===== config.mk =====
export PLATFORM = sky130hd
export DESIGN_NAME = speck_ts_ct_collector
export DESIGN_NICKNAME = d
export VERILOG_FILES = /design/src/rtl/speck_ts_ct_collector.sv
export SDC_FILE = /design/constraint.sdc
export NUM_CORES = 1
export LEC_CHECK = 0
export BUFFER_PORTS_ARGS = -buffer_cell sky130_fd_sc_hd__clkbuf_2
export CAP_MARGIN = 10
export CELL_PAD_IN_SITES_DETAIL_PLACEMENT = 0
export CELL_PAD_IN_SITES_GLOBAL_PLACEMENT = 2
export CORE_MARGIN = 2
export CORE_UTILIZATION = 45
export CTS_CLUSTER_DIAMETER = 100
export DETAILED_ROUTE_END_ITERATION = 10
export PLACE_DENSITY_LB_ADDON = 0.1
export SETUP_SLACK_MARGIN = 0.05
export SYNTH_ARGS = -nofsm -noshare
export SYNTH_HDL_FRONTEND = slang
export SYNTH_SLANG_ARGS = --single-unit

===== constraint.sdc =====
create_clock -name clk -period 2.4 [get_ports clk]
set_clock_uncertainty 0.1 [all_clocks]
set_input_delay 0.12 -clock clk [delete_from_list [all_inputs] [get_ports clk]]
set_output_delay 0.12 -clock clk [all_outputs]
set_load 0.01 [all_outputs]

===== src/rtl/speck_ts_ct_collector.sv =====
// speck_ts_ct_collector: read side of the bit-serial 3-share Speck128/128 core.
// Captures the three serial ciphertext shares after the last round, XOR-recombines
// them into ct_x/ct_y and offers the result on a valid/ready port.
// Optional build macro SHARE_OUT_EN exports the six raw captured share words.
`timescale 1ns/1ps

module speck_ts_ct_collector #(
   parameter int unsigned WORD  = 64,
   parameter int unsigned X_BIT = 1
) (
   input  logic            clk,
   input  logic            rst_n,
   input  logic            rndlessthan32,
   input  logic [1:0]      cipher_out1,
   input  logic [1:0]      cipher_out2,
   input  logic [1:0]      cipher_out3,
   input  logic            out_ready,
   input  logic            ovr_clr,
   output logic            out_valid,
   output logic [WORD-1:0] ct_x,
   output logic [WORD-1:0] ct_y,
   output logic            busy,
   output logic            overrun
`ifdef SHARE_OUT_EN
   ,
   output logic [WORD-1:0] sh1_x,
   output logic [WORD-1:0] sh1_y,
   output logic [WORD-1:0] sh2_x,
   output logic [WORD-1:0] sh2_y,
   output logic [WORD-1:0] sh3_x,
   output logic [WORD-1:0] sh3_y
`endif
);

   localparam int unsigned CW    = (WORD > 1) ? $clog2(WORD) : 1;
   localparam int unsigned NSH   = 6;
   localparam logic [CW-1:0] LAST = CW'(WORD - 1);

   typedef enum logic [1:0] {S_IDLE, S_RUN, S_CAP, S_HOLD} state_e;

   state_e            state_q, state_d;
   logic [CW-1:0]     cnt_q, cnt_d;
   logic              rnd_q;
   logic              fall_c;
   logic              cap_en_c, ld_c, ovr_set_c, busy_d;
   logic              ld_q;
   logic              out_valid_q;
   logic [WORD-1:0]   ct_x_q, ct_y_q;
   logic              busy_q, overrun_q;
   logic [WORD-1:0]   sh_q [NSH];
   logic              bit_c [NSH];

   assign fall_c = rnd_q & ~rndlessthan32;

   // Serial bit selection: even index = x bit, odd index = y bit, per share
   always_comb begin
      bit_c[0] = (X_BIT != 0) ? cipher_out1[1] : cipher_out1[0];
      bit_c[1] = (X_BIT != 0) ? cipher_out1[0] : cipher_out1[1];
      bit_c[2] = (X_BIT != 0) ? cipher_out2[1] : cipher_out2[0];
      bit_c[3] = (X_BIT != 0) ? cipher_out2[0] : cipher_out2[1];
      bit_c[4] = (X_BIT != 0) ? cipher_out3[1] : cipher_out3[0];
      bit_c[5] = (X_BIT != 0) ? cipher_out3[0] : cipher_out3[1];
   end

   // State register
   always_ff @(posedge clk or negedge rst_n) begin
      if (!rst_n) state_q <= S_IDLE;
      else        state_q <= state_d;
   end

   // Next-state logic
   always_comb begin
      state_d = state_q;
      unique case (state_q)
         S_IDLE: if (rndlessthan32)             state_d = S_RUN;
         S_RUN:  if (fall_c)                    state_d = S_CAP;
         S_CAP:  if (cnt_q == LAST)             state_d = S_HOLD;
         S_HOLD: if (out_valid_q && out_ready)  state_d = S_IDLE;
         default:                               state_d = S_IDLE;
      endcase
   end

   // Control decode: capture enable, result load, overrun event, busy
   always_comb begin
      cap_en_c  = 1'b0;
      ld_c      = 1'b0;
      ovr_set_c = 1'b0;
      busy_d    = (state_d == S_RUN) || (state_d == S_CAP);
      unique case (state_q)
         S_RUN:  cap_en_c = fall_c;
         S_CAP: begin
            cap_en_c = 1'b1;
            ld_c     = (cnt_q == LAST);
         end
         S_HOLD: ovr_set_c = fall_c;
         S_IDLE: ovr_set_c = fall_c & out_valid_q;
         default: ;
      endcase
      cnt_d = cap_en_c ? cnt_q + CW'(1) : '0;
   end

   // Capture counter, round-flag history and load strobe
   always_ff @(posedge clk or negedge rst_n) begin
      if (!rst_n) begin
         cnt_q <= '0;
         rnd_q <= 1'b0;
         ld_q  <= 1'b0;
      end else begin
         cnt_q <= cnt_d;
         rnd_q <= rndlessthan32;
         ld_q  <= ld_c;
      end
   end

   // Share shift registers: LSB-first stream, new bit enters at the MSB
   always_ff @(posedge clk or negedge rst_n) begin
      if (!rst_n) begin
         for (int k = 0; k < NSH; k++) sh_q[k] <= '0;
      end else if (cap_en_c) begin
         for (int k = 0; k < NSH; k++) sh_q[k] <= {bit_c[k], sh_q[k][WORD-1:1]};
      end
   end

   // Recombined result, handshake, busy and sticky overrun
   always_ff @(posedge clk or negedge rst_n) begin
      if (!rst_n) begin
         out_valid_q <= 1'b0;
         ct_x_q      <= '0;
         ct_y_q      <= '0;
         busy_q      <= 1'b0;
         overrun_q   <= 1'b0;
      end else begin
         busy_q <= busy_d;
         if (ld_q) begin
            ct_x_q      <= sh_q[0] ^ sh_q[2] ^ sh_q[4];
            ct_y_q      <= sh_q[1] ^ sh_q[3] ^ sh_q[5];
            out_valid_q <= 1'b1;
         end else if (out_valid_q && out_ready) begin
            out_valid_q <= 1'b0;
         end
         if (ovr_set_c)    overrun_q <= 1'b1;
         else if (ovr_clr) overrun_q <= 1'b0;
      end
   end

   assign out_valid = out_valid_q;
   assign ct_x      = ct_x_q;
   assign ct_y      = ct_y_q;
   assign busy      = busy_q;
   assign overrun   = overrun_q;

`ifdef SHARE_OUT_EN
   assign sh1_x = sh_q[0];
   assign sh1_y = sh_q[1];
   assign sh2_x = sh_q[2];
   assign sh2_y = sh_q[3];
   assign sh3_x = sh_q[4];
   assign sh3_y = sh_q[5];
`endif

endmodule

==> impl_metrics.py, run 1 <==
metrics = {
    "power_and_ir_drop": {
        "power.density_nw_per_um2": 805.3,
        "total_chip_power_mw": 20.40,
        "peakVddDrop_mv": 0.5140,
        "leakage_nw": 12.63,
    },
    "layout": {
        "fill_cells": 4059,
        "final_layout_size_suffix_gt1_frac": 0.4167,
        "insertedDiodeCount": 0,
        "finalCoreUtilization": 0.5295,
        "area_delta_synth_final_pct": 16.03,
        "final_cell_count_no_fill": 2242,
        "nNetsFinal": 1605,
    },
    "synth": {
        "synthDominantCellAreaShare": 0.6017,
        "synth-edff-count": 0,
        "syn-num-nets": 1410,
        "share_of_synthesized_area_occupied_by_flip_flops_and_latches": 0.6017,
        "synth-seq-cells": 525,
        "ys_types": 27,
        "synth-warning-count": 0,
        "yosys.cell_count.top_type": "dfrtp_1",
        "netlist_instances": 1393,
        "synthTopCellsByCount": "dfrtp_1 (525), mux2_2 (418), xnor2_1 (257)",
        "postSynth.topFlopCell": "dfrtp_1",
        "synth.area.top_cells": "dfrtp_1 (60%), mux2_2 (22%), xnor2_1 (10%), mux2_1 (4.8%), buf_4 (0.76%)",
        "synth-async-reset-ratio": 1.000,
        "post_synth.cell_area_avg_sq_um": 15.67,
        "yosys.area.top_type": "dfrtp_1",
        "netlist_area_sq_um": 21830,
    },
    "drt": {
        "drt_iter0_markers": 495,
        "drt.antenna.violating_nets": 0,
        "routed_wl_microns": 36280,
        "number_of_detailed_route_iterations_in_the_first_pass": 5,
        "drc_errors": 0,
        "routed_via_density": 4.923,
        "routed-via-count": 11038,
        "wire_per_inst_microns": 16.18,
    },
    "sta": {
        "setup-tns-final_ns": 0,
        "worst_pin_slew_ns": 0.5921,
        "slew_viol_final": 0,
        "timing.final.crit_share": 0.9183,
        "maxClockFrequency_ghz": 0.4537,
        "hold_viol": 0,
        "setup_viol": 0,
        "fin_crit_ns": 2.204,
        "grt_setup_unrepaired": "false",
        "worst_relative_slew_slack": 0.6002,
    },
    "min_path": {
        "whs_path_depth": 2,
        "hold_class": "in2reg",
    },
    "setup_path": {
        "timing.critical_path.mode_cell": "buf_12",
        "setup.worst_path.end_class": "register",
        "crit_chain": "inv_1, ha_1, and3b_1, o21ai_4, buf_12, buf_12, mux2_2",
        "worstRegToRegCells": 7,
        "timing.critical_path.required_ns": 2.77,
        "crit_family": "buffers and inverters",
        "worst_setup_path_start_kind": "register",
        "timing.setup.critical_path_class": "reg2reg",
        "cp.arrival_ns": 2.58,
        "cp.buffers_inverters": 3,
        "crit_slowest_cell": "dfrtp_1",
        "maximum_cell_stage_delay_along_the_critical_path_ns": 0.38,
        "critical_path_depth": 7,
        "critPathMaxFanout": 33,
    },
    "cts": {
        "numCtsBuffers": 57,
        "htree_num_levels": 2,
        "post-cts-setup-buffers": 0,
        "clk_transition_reported_paths_ns": 0.06,
        "insertion_delay_ns": 0.59,
        "cts_tree": "done",
        "clock_sinks": 525,
        "clockBufferDepth": 3,
        "cts_root_buffer": "clkbuf_16",
    },
    "placed_design": {
        "dp.cells": 2132,
        "gp_congestion": 0.6865,
        "dp_hpwl_microns": 23300,
        "port_buffers": 141,
    },
    "grt": {
        "number_of_global_route_vias_before_repair": 11771,
        "first_pass_grt_wire_length_microns": 61500,
        "number_of_antenna_violations_at_the_first_check_in_global_routing": 0,
        "gr_overflow_total": 0,
        "grt_max_degree": 83,
        "combined_global_route_utilization_of_all_metal_layers": 0.1500,
    },
    "floorplan": {
        "design.portCount": 142,
        "die_height_microns": 224.3,
        "die_area_sq_um": 50300,
        "core_sq_um": 47850,
        "dieWidth_microns": 224.3,
        "start_util": 0.4564,
        "fp-row-count": 80,
    },
    "run_status": {
        "run_status": "complete, no violations",
    },
    "flow_run": {
        "maxCapViolCount": 0,
    },
}
==> power breakdown <==
part           total, mW  internal, mW  switching [mW]
logic               2.82          1.46            1.36
registers           9.49          9.20           0.291
clock network       8.10          4.73            3.37
==> state kept, by name, indices dropped and copies added, names as in the netlist, 2 cells and up <==
name	count
ct_y	64
ct_x	64
sh_q	384
state_q	2
cnt_q	6
==> what timing repair did <==
| action | in CTS | in global routing |
|---|---|---|
| resized for setup | 0 | 0 |
| hold buffers | 12 | 0 |
| endpoints found under the hold margin | 536 | 0 |
==> path summary, 6_finish.rpt <==
kind | from | end | slack [ns]
setup / recovery | state_q[1] | sh_q[211] | 0.20
hold / removal | rndlessthan32 | rnd_q | 0.18
setup reg to reg | state_q[1] | sh_q[211] | 0.20
hold reg to reg | cnt_q[0] | cnt_q[0] | 0.37
max in group asynchronous | rst_n | sh_q[292] | 0.86
min in group asynchronous | rst_n | sh_q[91] | 0.51
==> area by class of cell <==
type	count	area [sq um]	share of cell area
well taps	615	769.5	0.03037
repair buffers	193	1409	0.05561
clock inverters	10	77.57	0.003062
multi-input cells	805	8283	0.3269
clock buffers	88	1633	0.06445
inverters	6	22.52	0.0008889
flip-flops and latches	525	13140	0.5187
==> layer usage <==
layer,global-route usage,up-vias,part of all wire
li1,-,5177,-
met1,0.2155,5639,0.48
met2,0.2286,154,0.45
met3,0.03632,68,0.051
met4,0.04059,0,0.022
met5,0,-,0
==> cell families after synthesis <==
kind of cell	after synthesis	share of synthesized area
flops	525	0.6017
simple gates	14	0.003209
compound gates	13	0.004012
buf+inv	63	0.01931
fa+ha+maj	6	0.003438
mux	512	0.2641
xor+xnor	260	0.1043
==> layout by cell type, fill, tap and decap left out, types with 6 or more instances in the layout <==
cell type	instances
clkbuf_1	22
clkbuf_8	9
buf_4	19
inv_1	6
xnor2_1	257
mux2_2	418
clkbuf_16	57
clkbuf_2	140
dfrtp_1	524
nor2_1	6
ha_1	6
mux2_1	94
buf_12	22
clkinv_2	8
dlygate4sd3_1	11
==> metrics by stage <==
stage               cell area [sq um]  setup WS, ns  hold slack (ns)
floorplan                       21830        0.4517          -0.2756
global placement                23500        0.2218          0.02489
detailed placement              23500        0.1910          0.02719
CTS                             25340        0.1909           0.1374
global route                    25340       0.08336           0.1826
finish                          25340        0.1960           0.1832
Note: power is estimated with default switching activity, not from simulation.
==> run 2: changes to the inputs <==
--- a/config.mk
+++ b/config.mk
@@ -7,13 +7,12 @@
 export LEC_CHECK = 0
 export BUFFER_PORTS_ARGS = -buffer_cell sky130_fd_sc_hd__clkbuf_2
 export CAP_MARGIN = 10
-export CELL_PAD_IN_SITES_DETAIL_PLACEMENT = 0
-export CELL_PAD_IN_SITES_GLOBAL_PLACEMENT = 2
 export CORE_MARGIN = 2
-export CORE_UTILIZATION = 45
+export CORE_UTILIZATION = 55
+export CTS_BUF_LIST = sky130_fd_sc_hd__clkbuf_16
 export CTS_CLUSTER_DIAMETER = 100
 export DETAILED_ROUTE_END_ITERATION = 10
-export PLACE_DENSITY_LB_ADDON = 0.1
+export PLACE_DENSITY = 0.73
 export SETUP_SLACK_MARGIN = 0.05
 export SYNTH_ARGS = -nofsm -noshare
 export SYNTH_HDL_FRONTEND = slang
==> constraint.sdc (replaced) <==
create_clock -name clk -period 2.05 [get_ports clk]
set_clock_uncertainty 0.1 [all_clocks]
set_input_delay 0.1025 -clock clk [delete_from_list [all_inputs] [get_ports clk]]
set_output_delay 0.1025 -clock clk [all_outputs]
set_load 0.01 [all_outputs]
==> run 2 against run 1 <==
The flow now finishes with violations (negative setup slack). Cell count fell by 3.9%. Hold slack worse by 0.047 ns. Global-route usage grew 2.6 points. Clock power grew 14%. First-iteration DRC count decreased by 18%. Largest cell class unchanged.
==> impl_metrics.py, run 2 (same netlist as run 1, synthesis figures left out) <==
metrics = {
    "floorplan": {
        "fp-row-count": 72,
        "core_sq_um": 38920,
        "die_height_microns": 203.2,
        "design.portCount": 142,
        "die_area_sq_um": 41310,
        "start_util": 0.5611,
        "dieWidth_microns": 203.2,
    },
    "sta": {
        "worst_relative_slew_slack": 0.5823,
        "slew_viol_final": 0,
        "setup_viol": 4,
        "worst_pin_slew_ns": 0.6187,
        "hold_viol": 0,
        "setup_ws_ns": -0.01359,
        "setup-tns-final_ns": -0.02009,
        "grt_setup_unrepaired": "true",
        "timing.final.crit_share": 1.007,
        "worst_hold_slack_ns": 0.1362,
        "fin_crit_ns": 2.064,
        "maxClockFrequency_ghz": 0.4846,
    },
    "setup_path": {
        "timing.setup.critical_path_class": "reg2reg",
        "r2r-start": "state_q[0]",
        "critPathMaxFanout": 27,
        "cp.arrival_ns": 2.41,
        "worst_r2r_endpoint": "sh_q[164]",
        "setup.reg_to_reg.worst_slack_ns": -0.01,
        "worst_setup_path_start_kind": "register",
        "crit_start": "state_q[0]",
        "timing.critical_path.required_ns": 2.40,
        "worstRegToRegCells": 6,
        "setup.worst_path.end_class": "register",
        "crit_path_end": "sh_q[164]",
    },
    "cts": {
        "htree_num_levels": 2,
        "clk_transition_reported_paths_ns": 0.06,
        "cts_root_buffer": "clkbuf_16",
        "cts_tree": "done",
        "clockBufferDepth": 3,
        "insertion_delay_ns": 0.58,
        "numCtsBuffers": 52,
        "clock_sinks": 525,
    },
    "grt": {
        "grt_max_degree": 74,
        "gr_overflow_total": 0,
        "number_of_global_route_vias_before_repair": 11660,
        "number_of_antenna_violations_at_the_first_check_in_global_routing": 0,
        "first_pass_grt_wire_length_microns": 59590,
        "combined_global_route_utilization_of_all_metal_layers": 0.1764,
    },
    "power_and_ir_drop": {
        "clock_power_share": 0.388,
        "power.switching_mw": 5.898,
        "peakVddDrop_mv": 0.6709,
        "seq_power_share": 0.467,
        "leakage_nw": 12.73,
        "comb_power_share": 0.145,
        "internal-power_mw": 17.89,
        "total_chip_power_mw": 23.78,
        "power.share.switching": 0.2480,
        "power.density_nw_per_um2": 938.2,
    },
    "flow_run": {
        "maxCapViolCount": 0,
    },
    "layout": {
        "layout.cells.most_common": "dfrtp_1",
        "combined_flip_flop_and_latch_cell_area_sq_um": 13140,
        "final_cell_mix": "dfrtp_1 (524), mux2_2 (418), xnor2_1 (257), clkbuf_2 (140), mux2_1 (89)",
        "fill_cells": 2875,
        "final_cell_count_no_fill": 2155,
        "largest_reg_flops": 384,
        "finalCoreUtilization": 0.6514,
        "largest-register": "sh_q",
        "nNetsFinal": 1610,
        "insertedDiodeCount": 0,
        "final_layout_size_suffix_gt1_frac": 0.4233,
        "post_route_cell_area_sq_um": 25350,
        "multi_input_gate_area_sq_um": 8307,
        "area_delta_synth_final_pct": 16.10,
    },
    "placed_design": {
        "port_buffers": 141,
        "gp_congestion": 0.7139,
        "dp.cells": 2045,
        "dp_hpwl_microns": 23320,
        "place_area_sq_um": 23510,
        "pre_cts_slack_ns": -0.04480,
    },
    "drt": {
        "number_of_detailed_route_iterations_in_the_first_pass": 4,
        "drt_iter0_markers": 404,
        "routed-via-count": 11027,
        "drc_errors": 0,
        "routed_wl_microns": 35040,
        "wire_per_inst_microns": 16.26,
        "routed_via_density": 5.117,
        "drt.antenna.violating_nets": 0,
    },
    "run_status": {
        "run_status": "finished with violations",
        "failed_checks": "negative setup slack",
    },
    "min_path": {
        "hold_class": "in2async",
    },
}
## run 2: layer usage
layer  GRT usage  share of wire
met1      0.2470           0.47
met2      0.2839           0.48
met3     0.02701          0.031
met4     0.06022          0.022
met5           0              0
## run 2: final cells by class
type | instances | share of cell area
clock inverter | 45 | 0.01313
multi-input combinational | 805 | 0.3277
inverter | 6 | 0.0008884
sequential | 525 | 0.5184
clock buffer | 53 | 0.05232
timing repair buffer | 203 | 0.06204
tap | 518 | 0.02557
## run 2: power groups by stage
stage / clock network (mW) / logic (mW) / registers, mW
CTS: 9.51 / 3.45 / 11.1
global placement: 0 / 3.35 / 11.3
floorplan: 0 / 2.55 / 11.2
detailed placement: 0 / 3.41 / 11.3
finish: 9.23 / 3.45 / 11.1
global route: 9.93 / 3.76 / 11.2
## run 2: worst min path at each step
stage / from / cells after the start / endpoint / slack (ns)
finish: rst_n / 3 / sh_q[203] / 0.14
global route: rst_n / 3 / sh_q[203] / 0.13
CTS: rst_n / 3 / ct_y[51] / 0.12
detailed placement: rst_n / 1 / ct_x[15] / -0.05
global placement: rst_n / 1 / ct_x[15] / -0.05
floorplan: rst_n / 0 / busy / -0.29
## run 2: worst max-delay path, stage by stage, from the launching register on
cell	delay (ns)
dfrtp_1	0.41
ha_2	0.21
and3b_1	0.19
o21ai_4	0.16
buf_12	0.25
buf_12	0.22
mux2_2	0.36
## run 2: what timing repair did
item                                    4_1_cts  5_1_grt
endpoints found under the setup margin      353      360
endpoints found under the hold margin       537        0
cloned                                        0        1
resized for setup                             8        2
buffers inserted                              0        0
pin swaps                                     0        0
hold buffers                                 11        0
==> run 3: changes to the inputs <==
--- a/config.mk
+++ b/config.mk
@@ -12,7 +12,7 @@
 export CTS_BUF_LIST = sky130_fd_sc_hd__clkbuf_16
 export CTS_CLUSTER_DIAMETER = 100
 export DETAILED_ROUTE_END_ITERATION = 10
-export PLACE_DENSITY = 0.73
+export PLACE_DENSITY = 0.76
 export SETUP_SLACK_MARGIN = 0.05
 export SYNTH_ARGS = -nofsm -noshare
 export SYNTH_HDL_FRONTEND = slang
==> run 3 against run 2 <==
The flow still finishes with violations (negative setup slack). Via count rose by 1.2%. Fmax fell by 1.6%. Cell area rose by 1.9%. First-iteration DRC count rose by 3.0%. Hold slack improved by 0.010 ns. Global-route usage fell by 0.35 points. Setup slack got worse by 0.034 ns. Critical path depth rose by 2. Non-clock buffer count rose by 16. Clock power fell by 6.5%. Routed wire length rose by 5.4%. Critical path type unchanged.
==> impl_metrics.py, run 3 (same netlist as run 1, synthesis figures left out) <==
metrics = {
    "layout": {
        "insertedDiodeCount": 0,
        "combined_flip_flop_and_latch_cell_area_sq_um": 13140,
        "largest_reg_flops": 384,
        "fill_cells": 2811,
        "largest-register": "sh_q",
        "final_cell_mix": "dfrtp_1 (524), mux2_2 (359), xnor2_1 (257), clkbuf_2 (140), mux2_1 (79)",
        "finalCoreUtilization": 0.6637,
        "area_delta_synth_final_pct": 18.30,
        "multi_input_gate_area_sq_um": 8567,
        "layout.cells.most_common": "dfrtp_1",
        "final_layout_size_suffix_gt1_frac": 0.4303,
        "final_cell_count_no_fill": 2168,
        "nNetsFinal": 1627,
    },
    "sta": {
        "setup_ws_ns": -0.04790,
        "worst_pin_slew_ns": 0.6236,
        "setup_viol": 250,
        "fin_crit_ns": 2.098,
        "hold_viol": 0,
        "timing.final.crit_share": 1.023,
        "worst_hold_slack_ns": 0.1463,
        "worst_relative_slew_slack": 0.5790,
        "slew_viol_final": 0,
        "maxClockFrequency_ghz": 0.4767,
        "grt_setup_unrepaired": "true",
    },
    "floorplan": {
        "design.portCount": 142,
        "start_util": 0.5611,
        "die_height_microns": 203.2,
        "dieWidth_microns": 203.2,
        "die_area_sq_um": 41310,
        "fp-row-count": 72,
        "core_sq_um": 38920,
    },
    "setup_path": {
        "timing.setup.critical_path_class": "reg2reg",
        "cp.arrival_ns": 2.45,
        "setup.worst_path.end_class": "register",
        "critPathMaxFanout": 8,
        "timing.critical_path.required_ns": 2.40,
        "worst_setup_path_start_kind": "register",
        "worstRegToRegCells": 8,
    },
    "grt": {
        "globalRouteMet2Util": 0.2722,
        "grtUsageMet1": 0.2478,
        "gr_overflow_total": 0,
        "combined_global_route_utilization_of_all_metal_layers": 0.1730,
        "number_of_antenna_violations_at_the_first_check_in_global_routing": 0,
        "grt_busiest_layer": "met2",
        "first_pass_grt_wire_length_microns": 58900,
        "grt_max_degree": 82,
        "number_of_global_route_vias_before_repair": 11732,
        "grtUsageMet3": 0.03404,
    },
    "drt": {
        "wire_per_inst_microns": 17.04,
        "routed_via_density": 5.148,
        "routed_wl_microns": 36940,
        "routed-via-count": 11160,
        "drt.antenna.violating_nets": 0,
        "drc_errors": 0,
        "number_of_detailed_route_iterations_in_the_first_pass": 4,
        "drt_iter0_markers": 416,
    },
    "placed_design": {
        "port_buffers": 141,
        "dp.cells": 2038,
        "dp_hpwl_microns": 22860,
        "gp_congestion": 0.7335,
        "pre_cts_slack_ns": -0.05309,
    },
    "run_status": {
        "run_status": "finished with violations",
        "failed_checks": "negative setup slack",
    },
    "min_path": {
        "hold_class": "in2reg",
        "whs_path_depth": 2,
    },
    "power_and_ir_drop": {
        "peakVddDrop_mv": 0.7648,
        "leakage_nw": 13.10,
        "power.density_nw_per_um2": 929.6,
        "total_chip_power_mw": 24.01,
    },
    "flow_run": {
        "maxCapViolCount": 0,
    },
    "cts": {
        "numCtsBuffers": 53,
        "clk_transition_reported_paths_ns": 0.06,
        "htree_num_levels": 2,
        "clock_sinks": 525,
        "clockBufferDepth": 3,
        "cts_tree": "done",
        "insertion_delay_ns": 0.57,
        "cts_root_buffer": "clkbuf_16",
    },
}
==> run 3: cell count changes in the layout (fill, tap and decap cells not counted), moves of 3 or more <==
cell       before  now
clkbuf_16      54   67
buf_16          1    4
buf_12         26   21
buf_6           1    4
mux2_4          5   74
inv_1          12   16
mux2_1         89   79
mux2_2        418  359
bufinv_16       5    0
clkinv_2       10    7
==> run 3: metrics by stage <==
stage	setup TNS [ns]	cell area, sq um
CTS	-2.274	25090
global placement	0	23420
detailed placement	-5.922	23420
global route	-26.07	25830
finish	-4.243	25830
floorplan	0	21830
==> run 3: worst paths after layout <==
kind | endpoint | start | slack, ns
setup / recovery | sh_q[341] | state_q[1] | -0.05
hold / removal | rnd_q | rndlessthan32 | 0.15
setup reg to reg | sh_q[341] | state_q[1] | -0.05
hold reg to reg | cnt_q[0] | cnt_q[0] | 0.36
max in group asynchronous | sh_q[163] | rst_n | 0.51
min in group asynchronous | ct_x[41] | rst_n | 0.49
==> run 3: per-layer routing <==
layer	share of wire	vias up
met4	0.015	0
met2	0.47	135
li1	-	5232
met3	0.035	41
met1	0.48	5752
met5	0	-
==> run 3: worst max-delay path, cell delays in order (launching register included) <==
cell	delay (ns)
dfrtp_1	0.35
inv_2	0.06
ha_2	0.19
and3b_2	0.22
o21ai_4	0.23
buf_12	0.18
buf_16	0.15
clkbuf_16	0.17
mux2_4	0.31
==> run 3: final cells by class <==
| type | instances | area share |
|---|---|---|
| multi-input combinational | 805 | 0.3317 |
| sequential | 525 | 0.5087 |
| tap | 518 | 0.02509 |
| inverter | 6 | 0.0008719 |
| timing repair buffer | 219 | 0.07401 |
| clock buffer | 55 | 0.05328 |
| clock inverter | 40 | 0.006345 |
==> run 3: repair_timing <==
item	CTS	global route
gates cloned	0	15
buffers inserted	0	9
resized for setup	5	86
setup endpoints to repair	372	373
hold endpoints to repair	537	0
hold buffers	11	0
pin swaps	0	2
==> run 3: power breakdown <==
part,total (mW),switching [mW],leakage (nW),internal (mW)
clock network,8.63,3.83,0.801,4.80
registers,11.1,0.365,7.29,10.8
logic,4.25,1.91,5.01,2.34
